<file path="config.mk">
export PLATFORM = sky130hd
export DESIGN_NAME = maze_mem_arbiter
export DESIGN_NICKNAME = d
export VERILOG_FILES = /design/src/rtl/maze_mem_arbiter.sv
export SDC_FILE = /design/constraint.sdc
export NUM_CORES = 1
export LEC_CHECK = 0
export BUFFER_PORTS_ARGS = -buffer_cell sky130_fd_sc_hd__buf_2
export CORE_AREA = 2 2 48 50
export CTS_CLUSTER_SIZE = 25
export DETAILED_ROUTE_END_ITERATION = 8
export DIE_AREA = 0 0 50 52
export GPL_TIMING_DRIVEN = 0
export PLACE_DENSITY = 0.73
export SLEW_MARGIN = 10
export SYNTH_ARGS = -nofsm -noshare
export SYNTH_HDL_FRONTEND = slang
export SYNTH_SLANG_ARGS = --single-unit
</file>
<file path="constraint.sdc">
create_clock -name clk -period 2.2 [get_ports clk]
set_clock_uncertainty 0.2 [all_clocks]
set_input_delay 0.44 -clock clk [delete_from_list [all_inputs] [get_ports clk]]
set_output_delay 0.44 -clock clk [all_outputs]
set_load 0.01 [all_outputs]
</file>
<file path="src/rtl/maze_mem_arbiter.sv">
// Round-robin arbiter sharing the single-port 16x16 maze memory between the rat solver (A)
// and the loader/viewer (B). Optional statistics counters are built when MAZE_ARB_STATS_EN is defined.
module maze_mem_arbiter #(
  parameter int MAX_BURST = 4
) (
  input  logic       clk,
  input  logic       rst,
  input  logic       a_req,
  input  logic       a_wr,
  input  logic [3:0] a_x,
  input  logic [3:0] a_y,
  input  logic       a_din,
  output logic       a_gnt,
  output logic       a_rvalid,
  output logic       a_rdata,
  input  logic       b_req,
  input  logic       b_wr,
  input  logic [3:0] b_x,
  input  logic [3:0] b_y,
  input  logic       b_din,
  output logic       b_gnt,
  output logic       b_rvalid,
  output logic       b_rdata,
  output logic [3:0] mem_x,
  output logic [3:0] mem_y,
  output logic       mem_din,
  output logic       mem_rd,
  output logic       mem_wr,
  input  logic       mem_dout
`ifdef MAZE_ARB_STATS_EN
  ,
  output logic [15:0] a_count,
  output logic [15:0] b_count,
  output logic [15:0] wait_count
`endif
);

  typedef enum logic [1:0] {IDLE, OWN_A, OWN_B} owner_t;

  owner_t          owner, owner_nx;
  logic            last_b, last_b_nx;
  logic [3:0]      burst, burst_nx;
  logic            burst_room;
  logic [3:0]      burst_inc;

  // Requester 0 is A, requester 1 is B.
  logic [1:0]      req, wr, din, gnt, rvalid, rdata;
  logic [1:0][3:0] x, y;
  logic            sel;

  assign req = {b_req, a_req};
  assign wr  = {b_wr, a_wr};
  assign din = {b_din, a_din};
  assign x   = {b_x, a_x};
  assign y   = {b_y, a_y};

  assign burst_room = ({1'b0, burst} + 5'd1) < 5'(MAX_BURST);
  assign burst_inc  = (burst == 4'hF) ? burst : burst + 4'd1;

  always_ff @(posedge clk) begin
    if (rst) begin
      owner  <= IDLE;
      last_b <= 1'b1;
      burst  <= '0;
    end else begin
      owner  <= owner_nx;
      last_b <= last_b_nx;
      burst  <= burst_nx;
    end
  end

  always_comb begin
    owner_nx  = owner;
    last_b_nx = last_b;
    burst_nx  = burst;
    case (owner)
      IDLE: begin
        burst_nx = '0;
        if (a_req && b_req) owner_nx = last_b ? OWN_A : OWN_B;
        else if (a_req)     owner_nx = OWN_A;
        else if (b_req)     owner_nx = OWN_B;
      end
      OWN_A: begin
        if (a_req && (burst_room || !b_req)) begin
          burst_nx = burst_inc;
        end else begin
          burst_nx = '0;
          if (b_req) begin
            owner_nx  = OWN_B;
            last_b_nx = 1'b1;
          end else begin
            owner_nx = IDLE;
          end
        end
      end
      OWN_B: begin
        if (b_req && (burst_room || !a_req)) begin
          burst_nx = burst_inc;
        end else begin
          burst_nx = '0;
          if (a_req) begin
            owner_nx  = OWN_A;
            last_b_nx = 1'b0;
          end else begin
            owner_nx = IDLE;
          end
        end
      end
      default: owner_nx = IDLE;
    endcase
  end

  assign gnt[0] = (owner == OWN_A) && a_req;
  assign gnt[1] = (owner == OWN_B) && b_req;
  assign a_gnt  = gnt[0];
  assign b_gnt  = gnt[1];
  assign sel    = gnt[1];

  // Memory port is forced to zero whenever nobody is granted.
  always_comb begin
    mem_x   = '0;
    mem_y   = '0;
    mem_din = 1'b0;
    mem_rd  = 1'b0;
    mem_wr  = 1'b0;
    if (|gnt) begin
      mem_x   = x[sel];
      mem_y   = y[sel];
      mem_din = din[sel];
      mem_wr  = wr[sel];
      mem_rd  = ~wr[sel];
    end
  end

  for (genvar i = 0; i < 2; i++) begin : g_rd
    always_ff @(posedge clk) begin
      if (rst) begin
        rvalid[i] <= 1'b0;
        rdata[i]  <= 1'b0;
      end else begin
        rvalid[i] <= gnt[i] & ~wr[i];
        if (gnt[i] && !wr[i]) rdata[i] <= mem_dout;
      end
    end
  end

  assign a_rvalid = rvalid[0];
  assign a_rdata  = rdata[0];
  assign b_rvalid = rvalid[1];
  assign b_rdata  = rdata[1];

`ifdef MAZE_ARB_STATS_EN
  logic waiting;
  assign waiting = |(req & ~gnt);

  always_ff @(posedge clk) begin
    if (rst) begin
      a_count    <= '0;
      b_count    <= '0;
      wait_count <= '0;
    end else begin
      if (gnt[0] && a_count != 16'hFFFF)    a_count    <= a_count + 16'd1;
      if (gnt[1] && b_count != 16'hFFFF)    b_count    <= b_count + 16'd1;
      if (waiting && wait_count != 16'hFFFF) wait_count <= wait_count + 16'd1;
    end
  end
`endif

endmodule

</file>
==> results.txt <==
The final weighted congestion in routability-driven placement is 0.813. The share of synthesized area in the top cell type comes to 0.271. The DRC violation count after routing came out at 0. The clock period minus final worst setup slack is 2150 ps. The worst register-to-register path ends at burst[2].

The count of pins on the block boundary is 42. The filler cells instantiated in the layout total 193. The total vias in the final route is 983. The maximum number of pins on one net before global-route repair is 11. The final antenna-violating net count came out at 0. The required time of the worst setup path came out at 1560 ps. The tightest min-delay check is of the primary input to flop type.

The number of sinks driven by the clock tree came out at 11. The fraction of power consumed by combinational cells is 0.617. The number of synthesis warnings came out at 0. The summed instance area of the synthesized netlist is 812 sq um. Summed over all instances, the cell type with the most area after synthesis is sky130_fd_sc_hd__dfxtp_1. The via count of the first global-routing pass was 871. The first routing iteration left 19 violations. The switching part of the total came out at 0.406. The critical path data arrival time is 1510 ps. The power density normalized to cell area came out at 889 mW/mm^2. The number of cells on the worst hold path came out at 2. For hold timing, the worst endpoint is b_rvalid.

The initial antenna violation count is 0. The hold violation total from the final report came out at 0. After detailed routing, the number of vias per cell comes to 5.52.

Among all flip-flop cells after synthesis, the most frequent one is sky130_fd_sc_hd__dfxtp_1. The start point of the worst hold path is b_wr. Summed over all layers, the routed wires come to 2410 microns.

The floorplan step defined a die boundary enclosing 0.00260 sq mm. The global-route usage over all layers is 0.189. The share of total power dissipated in sequential elements is 0.257. In the final layout, flip-flops and latches occupy 225 sq um.

Dividing the detail-routed wire length by the instance count gives 13.5 microns. The leakage power summed over all cells is 0.586 nW. Counting flops with a built-in enable in the synthesized netlist gives 0. The overall power is 1.09 mW. The measured slew at the worst slew-check pin is 461 ps.

The class of the most critical setup path is flop to primary output. The wire length on met3 is 195 microns. The cell count after synthesis came out at 98. The final setup slack of the worst path is 45.6 ps.

The count of TritonRoute iterations in the first routing pass is 4. The number of antenna repair diodes came out at 0. In the final layout, the multi-input gates occupy 608 sq um. The initial cell density of the core is 0.386. The worst register-to-register path begins at burst[0]. The number of nets at the end of the flow is 181.

The length of routed wiring on met1 came out at 942 microns. The die outline height came out at 52 microns. The number of cells on the worst reg-to-reg path is 5. The maximum clock rate came out at 464 MHz. The row count is 17.

The run finished with clean final reports. On the critical path, the stage with the largest delay is an instance of sky130_fd_sc_hd__dfxtp_4. The layout cell share with drive strength beyond 1 came out at 0.447.

The first-pass GRT wire length is 3750 microns. The clock-pin transition on the worst setup and hold timing paths came out at 70 ps. The number of buffers added by the clock tree synthesis step came out at 3. The pre-CTS setup slack came out at -107 ps. In the synthesized netlist, the cells that appear most often are sky130_fd_sc_hd__dfxtp_1, sky130_fd_sc_hd__a22o_1, sky130_fd_sc_hd__nand2_1. TritonCTS built the clock tree.

The internal power component came out at 0.648 mW. Setup violations remaining at the end of the flow were counted as 0. The share of total power dissipated in the clock network is 0.125. The floorplan step set the die width to 50 microns.

The largest driver fanout on the critical path is 6. The signal on the critical path passes through inv_4 -> ha_4 -> nand2_4 -> inv_8 -> buf_8 -> a22o_1 -> buf_2. The top layer reached by signal wires is met4.

The count of port buffers added during placement is 40. The proportion of synthesized chip area in sequential cells is 0.271. The post-route fraction of the period consumed by the critical path is 0.979.

The final number of max-transition violations came to 0. After synthesis, the cell types taking the most area are sky130_fd_sc_hd__dfxtp_1, sky130_fd_sc_hd__a22o_1, sky130_fd_sc_hd__ha_1. In this run the power spent charging and discharging nets is 0.442 mW.

The post-synth net total came out at 128. The insertion delay of the later-clocked pin in the worst-skew pair is 270 ps. The number of buffers inserted by hold repair at cts came out at 0. In this run the tightest slew margin relative to its limit is 0.693. In this run the clock root is driven by a sky130_fd_sc_hd__clkbuf_4. The count of H-tree levels built during CTS came out at 1. The wire length on met2 came out at 1260 microns.

The count of state elements after synthesis came out at 11. The layout overhead on the synthesized area is 51.0%. The async set-or-reset flop fraction in the synthesized netlist came out at 0.

The count of different cell masters after synthesis came out at 40. The total core area is 0.00211 sq mm. The critical path's largest stage delay is 360 ps. The clock passes through at most 2 buffers.

The half-perimeter wire length after detailed placement is 1720 microns. STA classifies the critical path startpoint as a flop. Setup slack on the worst reg-to-reg path comes out at 250 ps. The most repeated cell in the gate-level netlist after synthesis is sky130_fd_sc_hd__dfxtp_1.

The worst supply voltage drop on vdd came out at 510 uV. A synthesized cell averages 8.29 sq um. The worst setup path is captured at a primary output. Global routing finished with a remaining overflow of 0. The tool flagged a number of max-cap violations equal to 0.
## how the worst max path moves through the flow
stage                   from  endpoint  slack, ps  cells past startpoint
global route        owner[0]  mem_x[1]         -8                      7
global placement    owner[0]  mem_x[1]        -30                      7
CTS                 owner[0]  mem_x[2]         10                      7
finish              owner[0]  mem_x[1]         50                      7
detailed placement  owner[0]  mem_x[1]       -110                      7
floorplan           owner[0]   mem_din        160                      6
## metrics by stage
stage / setup TNS, ps / hold slack, ps / instances / util / area, sq um
floorplan: 0 / 279 / 98 / - / 812
global placement: -55.7 / 265 / 166 / 0.497 / 1050
detailed placement: -570 / 265 / 166 / 0.497 / 1050
CTS: 0 / 170 / 172 / 0.548 / 1150
global route: -8.00 / 172 / 178 / 0.582 / 1230
finish: 0 / 173 / 178 / 0.582 / 1230
## placed cells by master, fill, tap and decap left out, types with 2 or more instances in the layout
cell type,instances
sky130_fd_sc_hd__clkbuf_4,3
sky130_fd_sc_hd__nor2_1,6
sky130_fd_sc_hd__a22o_1,10
sky130_fd_sc_hd__o211ai_1,2
sky130_fd_sc_hd__nor3_1,4
sky130_fd_sc_hd__nand3b_1,3
sky130_fd_sc_hd__nand2_1,6
sky130_fd_sc_hd__mux2i_1,3
sky130_fd_sc_hd__buf_4,6
sky130_fd_sc_hd__nand2_4,2
sky130_fd_sc_hd__nor2_4,2
sky130_fd_sc_hd__ha_4,2
sky130_fd_sc_hd__a21oi_1,7
sky130_fd_sc_hd__buf_2,42
sky130_fd_sc_hd__dfxtp_1,9
sky130_fd_sc_hd__nand2b_1,2
sky130_fd_sc_hd__inv_1,3
sky130_fd_sc_hd__clkbuf_1,2
sky130_fd_sc_hd__nand3_1,2
sky130_fd_sc_hd__ha_1,3
sky130_fd_sc_hd__and2_1,2
## repair_timing
| action | in CTS | in global routing |
|---|---|---|
| cloned | 1 | 1 |
| endpoints found under the setup margin | 12 | 9 |
| endpoints found under the hold margin | 0 | 0 |
| pin swaps | 3 | 3 |
| setup buffers | 1 | 5 |
| resized for setup | 18 | 5 |
## routing by layer
| layer | up-vias | GRT usage |
|---|---|---|
| met5 | - | 0 |
| met4 | 0 | 0.0556 |
| li1 | 478 | - |
| met1 | 457 | 0.191 |
| met2 | 46 | 0.366 |
| met3 | 2 | 0.0575 |
## area by class of cell
class,count,share of cell area
Buffer,4,0.0235
Tap cell,28,0.0286
Timing Repair Buffer,47,0.220
Multi-Input combinational cell,78,0.496
Clock buffer,4,0.0214
Inverter,6,0.0265
Sequential cell,11,0.184
## power groups by stage
stage	clock network (mW)	registers (mW)	logic (mW)
after floorplan	0	0.265	0.345
after global placement	0	0.267	0.473
after detailed placement	0	0.270	0.492
after CTS	0.142	0.275	0.584
after global routing	0.150	0.286	0.740
final	0.136	0.281	0.673
## registers in the layout, indices dropped and copies added, names as in the netlist
register / flops
a_rvalid: 1
a_rdata: 1
burst: 4
owner: 2
b_rdata: 1
last_b: 1
b_rvalid: 1
## critical path, delay by kind of cell (launching register included)
family                   cells  cell delay, ps
buffers and inverters        4             360
AND/OR/NAND/NOR              1             100
flip-flops                   1             360
AO/OA/AOI/OAI                1             250
adder cells (fa/ha/maj)      1             170
## cells by family after synthesis
kind of cell    Yosys count  synth area share
simple gates             34             0.223
compound gates           33             0.314
mux                       5            0.0647
flops                    11             0.271
fa+ha+maj                 5            0.0770
buf+inv                  10            0.0493
(Power assumes the default switching activity.)
